$ cat config.mk
export PLATFORM = sky130hd
export DESIGN_NAME = load_store_unit_flat
export DESIGN_NICKNAME = d
export VERILOG_FILES = /design/src/rtl/load_store_unit_if.sv /design/src/rtl/load_store_unit.sv /design/src/flat_wrapper.sv
export SDC_FILE = /design/constraint.sdc
export NUM_CORES = 1
export LEC_CHECK = 0
export BUFFER_PORTS_ARGS = -buffer_cell sky130_fd_sc_hd__buf_4
export CAP_MARGIN = 20
export CELL_PAD_IN_SITES_DETAIL_PLACEMENT = 1
export CELL_PAD_IN_SITES_GLOBAL_PLACEMENT = 2
export CORE_MARGIN = 3
export CORE_UTILIZATION = 29
export CTS_BUF_LIST = sky130_fd_sc_hd__clkbuf_8 sky130_fd_sc_hd__clkbuf_16
export DETAILED_ROUTE_END_ITERATION = 10
export GPL_ROUTABILITY_DRIVEN = 0
export PLACE_DENSITY_LB_ADDON = 0.3
export SYNTH_ARGS = -nofsm -noshare
export SYNTH_HDL_FRONTEND = slang
export SYNTH_SLANG_ARGS = --single-unit
$ cat constraint.sdc
create_clock -name clk -period 2.3 [get_ports clk]
set_clock_uncertainty 0.15 [all_clocks]
set_input_delay 0.23 -clock clk [delete_from_list [all_inputs] [get_ports clk]]
set_output_delay 0.23 -clock clk [all_outputs]
set_load 0.03 [all_outputs]
$ cat src/rtl/load_store_unit_if.sv
// rtl/load_store_unit_if.sv - core-side and memory-side bundles for the load/store unit
// Core bundle: the pipeline is master and the LSU is slave. Memory bundle: the LSU is master.
interface load_store_unit_core_if #(parameter int BUS_WIDTH = 32);
    logic                 req_valid;
    logic                 req_write;
    logic [1:0]           req_size;
    logic                 req_unsigned;
    logic [BUS_WIDTH-1:0] addr;
    logic [BUS_WIDTH-1:0] wdata;
    logic                 stall;
    logic                 done;
    logic                 misaligned;
    logic [BUS_WIDTH-1:0] rdata;

    modport master (
        output req_valid, req_write, req_size, req_unsigned, addr, wdata,
        input  stall, done, misaligned, rdata
    );
    modport slave (
        input  req_valid, req_write, req_size, req_unsigned, addr, wdata,
        output stall, done, misaligned, rdata
    );
endinterface

interface load_store_unit_mem_if #(parameter int BUS_WIDTH = 32);
    logic                 mem_req_valid;
    logic                 mem_req_ready;
    logic                 mem_we;
    logic [BUS_WIDTH-1:0] mem_addr;
    logic [3:0]           mem_be;
    logic [BUS_WIDTH-1:0] mem_wdata;
    logic                 mem_rsp_valid;
    logic [BUS_WIDTH-1:0] mem_rsp_data;

    modport master (
        output mem_req_valid, mem_we, mem_addr, mem_be, mem_wdata,
        input  mem_req_ready, mem_rsp_valid, mem_rsp_data
    );
    modport slave (
        input  mem_req_valid, mem_we, mem_addr, mem_be, mem_wdata,
        output mem_req_ready, mem_rsp_valid, mem_rsp_data
    );
endinterface

$ cat src/rtl/load_store_unit.sv
// rtl/load_store_unit.sv - memory-access stage: aligned byte/half/word loads and stores over a valid/ready bus
// Misaligned accesses are rejected in IDLE and never reach memory.
module load_store_unit #(
    parameter int BUS_WIDTH = 32
) (
    input  logic                   clk,
    input  logic                   rst_n,
    load_store_unit_core_if.slave  core,
    load_store_unit_mem_if.master  mem
);
    typedef enum logic [1:0] {IDLE, REQ, WAIT_RSP, DONE} state_e;

    state_e               state_q, state_d;
    logic                 we_q, we_d;
    logic [1:0]           size_q, size_d;
    logic                 uns_q, uns_d;
    logic [1:0]           off_q, off_d;
    logic [BUS_WIDTH-1:0] addr_q, addr_d;
    logic [3:0]           be_q, be_d;
    logic [BUS_WIDTH-1:0] wdata_q, wdata_d;
    logic                 err_q, err_d;
    logic [BUS_WIDTH-1:0] rdata_q, rdata_d;

    logic                 misalign;
    logic [3:0]           be_next;
    logic [BUS_WIDTH-1:0] wdata_next;
    logic [BUS_WIDTH-1:0] lane;
    logic [BUS_WIDTH-1:0] load_ext;

    always_comb begin
        misalign   = 1'b0;
        be_next    = 4'b1111;
        wdata_next = core.wdata;
        case (core.req_size)
            2'b00: begin
                be_next    = 4'b0001 << core.addr[1:0];
                wdata_next = {4{core.wdata[7:0]}};
            end
            2'b01: begin
                misalign   = core.addr[0];
                be_next    = 4'b0011 << core.addr[1:0];
                wdata_next = {2{core.wdata[15:0]}};
            end
            default: misalign = |core.addr[1:0];
        endcase
    end

    // Lane select by byte offset, then extend from bit 7 or 15; word and reserved pass through.
    always_comb begin
        lane     = mem.mem_rsp_data >> {off_q, 3'b000};
        load_ext = mem.mem_rsp_data;
        case (size_q)
            2'b00: load_ext = {{(BUS_WIDTH-8){lane[7] & ~uns_q}}, lane[7:0]};
            2'b01: load_ext = {{(BUS_WIDTH-16){lane[15] & ~uns_q}}, lane[15:0]};
            default: load_ext = mem.mem_rsp_data;
        endcase
    end

    always_comb begin
        state_d = state_q;
        we_d    = we_q;
        size_d  = size_q;
        uns_d   = uns_q;
        off_d   = off_q;
        addr_d  = addr_q;
        be_d    = be_q;
        wdata_d = wdata_q;
        err_d   = err_q;
        rdata_d = rdata_q;
        case (state_q)
            IDLE: begin
                if (core.req_valid) begin
                    if (misalign) begin
                        err_d   = 1'b1;
                        state_d = DONE;
                    end else begin
                        we_d    = core.req_write;
                        size_d  = core.req_size;
                        uns_d   = core.req_unsigned;
                        off_d   = core.addr[1:0];
                        addr_d  = {core.addr[BUS_WIDTH-1:2], 2'b00};
                        be_d    = be_next;
                        wdata_d = wdata_next;
                        state_d = REQ;
                    end
                end
            end
            REQ: begin
                if (mem.mem_req_ready) begin
                    state_d = we_q ? DONE : WAIT_RSP;
                end
            end
            WAIT_RSP: begin
                if (mem.mem_rsp_valid) begin
                    rdata_d = load_ext;
                    state_d = DONE;
                end
            end
            DONE: begin
                err_d   = 1'b0;
                state_d = IDLE;
            end
            default: state_d = IDLE;
        endcase
    end

    always_ff @(posedge clk or negedge rst_n) begin
        if (!rst_n) begin
            state_q <= IDLE;
            we_q    <= 1'b0;
            size_q  <= 2'b00;
            uns_q   <= 1'b0;
            off_q   <= 2'b00;
            addr_q  <= '0;
            be_q    <= 4'b0000;
            wdata_q <= '0;
            err_q   <= 1'b0;
            rdata_q <= '0;
        end else begin
            state_q <= state_d;
            we_q    <= we_d;
            size_q  <= size_d;
            uns_q   <= uns_d;
            off_q   <= off_d;
            addr_q  <= addr_d;
            be_q    <= be_d;
            wdata_q <= wdata_d;
            err_q   <= err_d;
            rdata_q <= rdata_d;
        end
    end

    assign core.done       = (state_q == DONE);
    assign core.misaligned = (state_q == DONE) && err_q;
    assign core.stall      = core.req_valid && (state_q != DONE);
    assign core.rdata      = rdata_q;

    assign mem.mem_req_valid = (state_q == REQ);
    assign mem.mem_we        = we_q;
    assign mem.mem_addr      = addr_q;
    assign mem.mem_be        = be_q;
    assign mem.mem_wdata     = wdata_q;
endmodule

$ cat src/flat_wrapper.sv
// flat-port wrapper written by rule: the top's interface ports become plain ports
module load_store_unit_flat 
#(
    parameter int BUS_WIDTH = 32
)
  (clk, rst_n, core_req_valid, core_req_write, core_req_size, core_req_unsigned, core_addr, core_wdata, core_stall, core_done, core_misaligned, core_rdata, mem_mem_req_valid, mem_mem_we, mem_mem_addr, mem_mem_be, mem_mem_wdata, mem_mem_req_ready, mem_mem_rsp_valid, mem_mem_rsp_data);
  load_store_unit_core_if #(.BUS_WIDTH(BUS_WIDTH)) core_i ();
  load_store_unit_mem_if #(.BUS_WIDTH(BUS_WIDTH)) mem_i ();
  input  logic clk;
  input  logic rst_n;
  input wire logic [$bits(core_i.req_valid)-1:0] core_req_valid;
  input wire logic [$bits(core_i.req_write)-1:0] core_req_write;
  input wire logic [$bits(core_i.req_size)-1:0] core_req_size;
  input wire logic [$bits(core_i.req_unsigned)-1:0] core_req_unsigned;
  input wire logic [$bits(core_i.addr)-1:0] core_addr;
  input wire logic [$bits(core_i.wdata)-1:0] core_wdata;
  output wire logic [$bits(core_i.stall)-1:0] core_stall;
  output wire logic [$bits(core_i.done)-1:0] core_done;
  output wire logic [$bits(core_i.misaligned)-1:0] core_misaligned;
  output wire logic [$bits(core_i.rdata)-1:0] core_rdata;
  output wire logic [$bits(mem_i.mem_req_valid)-1:0] mem_mem_req_valid;
  output wire logic [$bits(mem_i.mem_we)-1:0] mem_mem_we;
  output wire logic [$bits(mem_i.mem_addr)-1:0] mem_mem_addr;
  output wire logic [$bits(mem_i.mem_be)-1:0] mem_mem_be;
  output wire logic [$bits(mem_i.mem_wdata)-1:0] mem_mem_wdata;
  input wire logic [$bits(mem_i.mem_req_ready)-1:0] mem_mem_req_ready;
  input wire logic [$bits(mem_i.mem_rsp_valid)-1:0] mem_mem_rsp_valid;
  input wire logic [$bits(mem_i.mem_rsp_data)-1:0] mem_mem_rsp_data;
  assign core_i.req_valid = core_req_valid;
  assign core_i.req_write = core_req_write;
  assign core_i.req_size = core_req_size;
  assign core_i.req_unsigned = core_req_unsigned;
  assign core_i.addr = core_addr;
  assign core_i.wdata = core_wdata;
  assign core_stall = core_i.stall;
  assign core_done = core_i.done;
  assign core_misaligned = core_i.misaligned;
  assign core_rdata = core_i.rdata;
  assign mem_mem_req_valid = mem_i.mem_req_valid;
  assign mem_mem_we = mem_i.mem_we;
  assign mem_mem_addr = mem_i.mem_addr;
  assign mem_mem_be = mem_i.mem_be;
  assign mem_mem_wdata = mem_i.mem_wdata;
  assign mem_i.mem_req_ready = mem_mem_req_ready;
  assign mem_i.mem_rsp_valid = mem_mem_rsp_valid;
  assign mem_i.mem_rsp_data = mem_mem_rsp_data;
  load_store_unit #(.BUS_WIDTH(BUS_WIDTH)) u_core (.clk(clk), .rst_n(rst_n), .core(core_i), .mem(mem_i));
endmodule
After elaboration in Yosys (flattened, before gate mapping)
Index checks and enable logic that the tools add are counted.
{"block": "word_totals", "reg_bits": 107, "input_bits": 105, "output_inout_bits": 105, "word_cells": 51}
{"block": "classes", "eq_ne": 10, "n_shift": 3, "muxes": 13, "n_bitwise": 4, "reduce_logical": 11}
{"op": "32-bit case mux with 2 select lines", "n": 2}
{"op": "32-bit by 5-bit right shift with 16-bit output", "n": 1}
{"op": "3-bit AND reduction", "n": 3}
{"op": "2-bit two-way mux", "n": 4}
{"op": "2-bit case mux with 4 select lines", "n": 1}
{"op": "4-bit case mux with 2 select lines", "n": 1}
{"op": "2-bit by 1-bit equality test with 1-bit output (second input constant)", "n": 3}
{"op": "2-bit zero test", "n": 3}
{"op": "2-bit inequality test (second input constant)", "n": 3}
{"op": "2-bit equality test (second input constant)", "n": 2}
{"op": "2-bit by 1-bit inequality test with 1-bit output (second input constant)", "n": 2}
{"op": "1-bit case mux with 2 select lines", "n": 2}
{"op": "1-bit by 2-bit left shift with 4-bit output (first input constant)", "n": 1}
{"op": "2-bit by 2-bit left shift with 4-bit output (first input constant)", "n": 1}
{"op": "1-bit two-way mux", "n": 3}
{"op": "1-bit bitwise AND", "n": 2}
{"op": "1-bit logical AND", "n": 2}
{"op": "1-bit inverter", "n": 2}
{"op": "2-bit AND reduction", "n": 1}
{"op": "2-bit nonzero test", "n": 1}
{"op": "2-bit OR reduction", "n": 1}

Depth between registers and ports, before layout
{"block": "logic_depth", "depth_word": 5, "ltp_mapped": 7, "depth_no_buf": 6}

Worst setup path before layout
No wires, ideal clock.
{"block": "synth_path", "kind": "register to register", "start": "register u_core.state_q[1]", "end": "register u_core.state_q[0]", "setup_ps": 138, "arrival_time_ps": 1407, "t_required_ps": 2012, "setup_slack_ps": 605, "stages_incl_launch_ff": 7, "n_path_buf": 0, "synth_period_minus_slack_ps": 1695, "cell_sequence": "dfrtp_1 inv_1 ha_1 inv_1 o221ai_1 a2111oi_0 a21oi_1"}
{"block": "synth_via", "elab_chain_len": 3, "elab_cells_between_ends": 9, "classes_between": "eq/ne: 6; mux: 1; reduce/logical: 2"}
{"item": "from (decl)", "line": "load_store_unit.sv:13", "text": "state_e state_q, state_d;"}
{"item": "from (signal assigned)", "line": "load_store_unit.sv:120", "text": "state_q <= state_d;"}
{"item": "2-bit by 1-bit equality test with 1-bit output *"}
{"item": "via mem_mem_req_valid", "line": "flat_wrapper.sv:21", "text": "output wire logic [$bits(mem_i.mem_req_valid)-1:0] mem_mem_req_valid;"}
{"item": "2-bit by 1-bit inequality test with 1-bit output (no line)"}
{"item": "3-bit AND reduction (no line)"}
Mark *: on every way through the listed nets, which the timed path passes. The rest lies on a longest branch.
A chain may end at the register's enable or synchronous reset.

Final worst setup path
{"block": "layout_path", "start": "register u_core.state_q[0]", "end": "register u_core.state_q[0]"}
{"block": "layout_via", "elab_chain_len": 3, "elab_cells_between_ends": 9, "classes_between": "eq/ne: 6; mux: 1; reduce/logical: 2"}
{"item": "2-bit equality test (tied with other cells)", "line": "load_store_unit.sv:70", "text": "case (state_q)"}
{"item": "2-bit inequality test (no line) or 2-bit by 1-bit inequality test with 1-bit output (tied branches)"}
{"item": "3-bit AND reduction (no line)"}
Parallel ways exist; a longest one is shown, timed or not.

==> impl_results.md <==
* CP max stage delay at 0.55 ns
* Final min period at 2.03 ns
* Sw Ratio at 44.2%
* Htree depth at 3
* Yosys cell types at 38
* HP Class: in -> reg
* Met3 usage at 5.16%
* CP top delay family: compound AO/OA/AOI/OAI gates
* CP startpoint kind: register
* Residual DRC at 0
* Most common cell after layout, fill and taps aside: buf_4
* Cell Area, Synth at 5210 um^2
* Worst path cell trace: inv_1 > ha_1 > nand2b_1 > o221ai_1 > a2111oi_0 > a21oi_1
* Multi-input combinational cell area at 2320 um^2
* Remaining Overflow, GRT at 0
* Final WL at 16600 um
* Share of layout cells above drive strength 1 at 38.9%
* Antenna violations before repair at 0
* Most used routing layer in global routing: met2
* Largest net degree at the start of global routing at 49
* Critical Path RT at 2.36 ns
* Commonest non-fill, non-tap cells in the layout: buf_4, dfrtp_1, nand2_1
* Max_cap viols at 0
* First-pass GRT wire length at 26600 um
* Slew Limit Fails at 0
* Sequential share of the synthesized area at 51.4%
* Final HPWL from detailed placement at 12100 um
* Fin. Hold Viols at 0
* Slew @ Worst Pin at 0.670 ns
* Mean Syn Cell Area at 11.1 um^2
* RSZ-0062 raised after global routing: false
* CTS clk-pin slew, worst paths at 0.08 ns
* Placed Cells at 884
* Met1 global-route usage at 20.6%
* PD cells at 1390 nW/um^2
* Reg power frac at 31.6%
* Area Overhead vs Synth at 50.4%
* Flops & latches, synth at 107
* Max_slew headroom at 55.2%
* Final Instance Count excl. Fillers at 955
* Post-route ant nets at 0
* Clock Tree Root: clkbuf_16
* Net count reported at finish at 835
* Arrival time worst endpoint at 2.08 ns
* Site row count at 48
* Top post-synthesis cells by area: dfrtp_1, mux2_4, mux2i_1, o21ai_0, nand2_1
* Latest clock arrival within the worst-skew pair at 0.35 ns
* Postcts setup bufs at 0
* Vias per cell at 4.70
* Setup TNS at 0 ns
* Post-synth top flop: dfrtp_1
* Achievable Freq at 493 MHz
* CTS tree: done
* Hold path depth at 3
* Internal power at 6.05 mW
* Via count at 4492
* CP Capture Type: register
* Initial Util at 29.9%
* GR Util All Layers at 16.9%
* Initial drt markers at 163
* Fill cells at 1933
* Status: finished clean
* Number of synthesized flops with an enable pin at 0
* Top cell type's share of synthesized area at 51.4%
* R2R cell count at 6
* Max VDD drop at 639 uV
* First-pass detailed-route iteration total at 4
* Clock sinks at 107
* GR Util met2 at 28.9%
* Crit path max fanout at 5
* Synth Instances at 471
* Antenna Cells at 0
* PortBufs at 207
* Final worst-path cycle share at 88.1%
* Combinational Power Share at 54.7%
* Slowest CP cell: a2111oi_0
* Die X at 140 um
* Async SR Flop Fraction at 100%
* Clock Power Share at 13.7%
* CTS Buf Count at 9
* Post-synth top area cell: dfrtp_1
* Setup-failing EPs final at 0
* Chip Height at 140 um
* Worst Path Buf+Inv at 1
* Core Area at 17400 um^2
* Number of global-route vias before repair at 4955
* Io pins at 210
* Synth Warn # at 0
* Area of the die at 19600 um^2
* Wire per inst at 17.4 um
* Stages on the worst setup path at 6
* CTS max path bufs at 2
* Sequential standard cell area at 2680 um^2
* Switching power at 4.80 mW
* Leak at 3.97 nW
* Worst setup path class: reg -> reg
-- cell usage after synthesis, types with 8 or more instances --
| cell | number |
|---|---|
| dfrtp_1 | 107 |
| nand2_1 | 56 |
| o21ai_0 | 48 |
| mux2_4 | 44 |
| mux2i_1 | 37 |
| nand3_1 | 32 |
| nor2_1 | 24 |
| a21oi_1 | 23 |
| clkbuf_1 | 16 |
| nand3b_1 | 9 |
| a21o_1 | 8 |
| buf_2 | 8 |
-- worst paths after layout --
path,start,end,slack (ns)
setup / recovery,u_core.state_q[0]$_DFFE_PN0P_,u_core.state_q[0]$_DFFE_PN0P_,0.27
hold / removal,mem_mem_rsp_data[25],u_core.core.rdata[25]$_DFFE_PN0P_,0.02
setup reg to reg,u_core.state_q[0]$_DFFE_PN0P_,u_core.state_q[0]$_DFFE_PN0P_,0.27
hold reg to reg,u_core.mem.mem_wdata[25]$_DFFE_PN0P_,u_core.mem.mem_wdata[25]$_DFFE_PN0P_,0.33
max in group asynchronous,rst_n,u_core.mem.mem_wdata[28]$_DFFE_PN0P_,1.01
min in group asynchronous,rst_n,u_core.core.rdata[5]$_DFFE_PN0P_,0.26
-- kinds of logic after synthesis --
family / share of synthesized area (%)
and+or+nand+nor: 12.1
AOI/OAI and AO/OA: 11.4
adders and majority gates: 1.20
other: 0.0720
DFF: 51.4
muxes: 19.8
buffers and inverters: 4.01
-- worst register-to-register path: stages (launching register included) --
cell and delay [ns]:
dfrtp_1 0.38, inv_1 0.11, ha_1 0.29, nand2b_1 0.10, o221ai_1 0.19, a2111oi_0 0.55
a21oi_1 0.11
-- repair_timing --
item,in CTS,in global routing
hold buffers,55,0
endpoints found under the hold margin,92,0
gates resized for setup,0,0
-- routing by layer --
layer | vias up | wire (um)
li1 | 2148 | -
met1 | 2179 | 7050
met2 | 151 | 8110
met3 | 14 | 1190
met4 | 0 | 264
met5 | - | 0
-- registers in the layout, indices dropped and copies added (netlist names) --
name                  flops
u_core.mem.mem_wdata     32
u_core.mem.mem_be         4
u_core.err_q              1
u_core.state_q            2
u_core.mem.mem_we         1
u_core.size_q             2
u_core.uns_q              1
u_core.mem.mem_addr      30
u_core.off_q              2
u_core.core.rdata        32
-- cell type report --
cell class	instances	share of cell area, %
flip-flops and latches	107	34.2
multi-input cells	325	29.7
repair buffers	276	28.7
well taps	225	3.59
clock buffers	10	3.05
clock inverters	6	0.511
inverters	6	0.288
-- power by group through the flow --
stage	clock network [mW]	logic [mW]	registers, mW
finish	1.49	5.94	3.43
detailed placement	0	5.93	3.45
CTS	1.57	6.01	3.44
floorplan	0	2.15	4.94
global route	1.65	6.35	3.57
global placement	0	5.80	3.42
-- per-stage QoR --
step	util [%]	power, mW	setup WS (ns)	hold slack (ns)	cell area [um^2]
global placement	40.2	9.22	0.406	0.114	7000
finish	45.0	10.9	0.274	0.0157	7830
CTS	45.0	11.0	0.258	0.00110	7830
global route	45.0	11.6	0.134	0.00750	7830
detailed placement	40.2	9.38	0.276	0.126	7000
floorplan	-	7.09	0.605	-0.216	5210
Power figures use the tool's default switching activity.
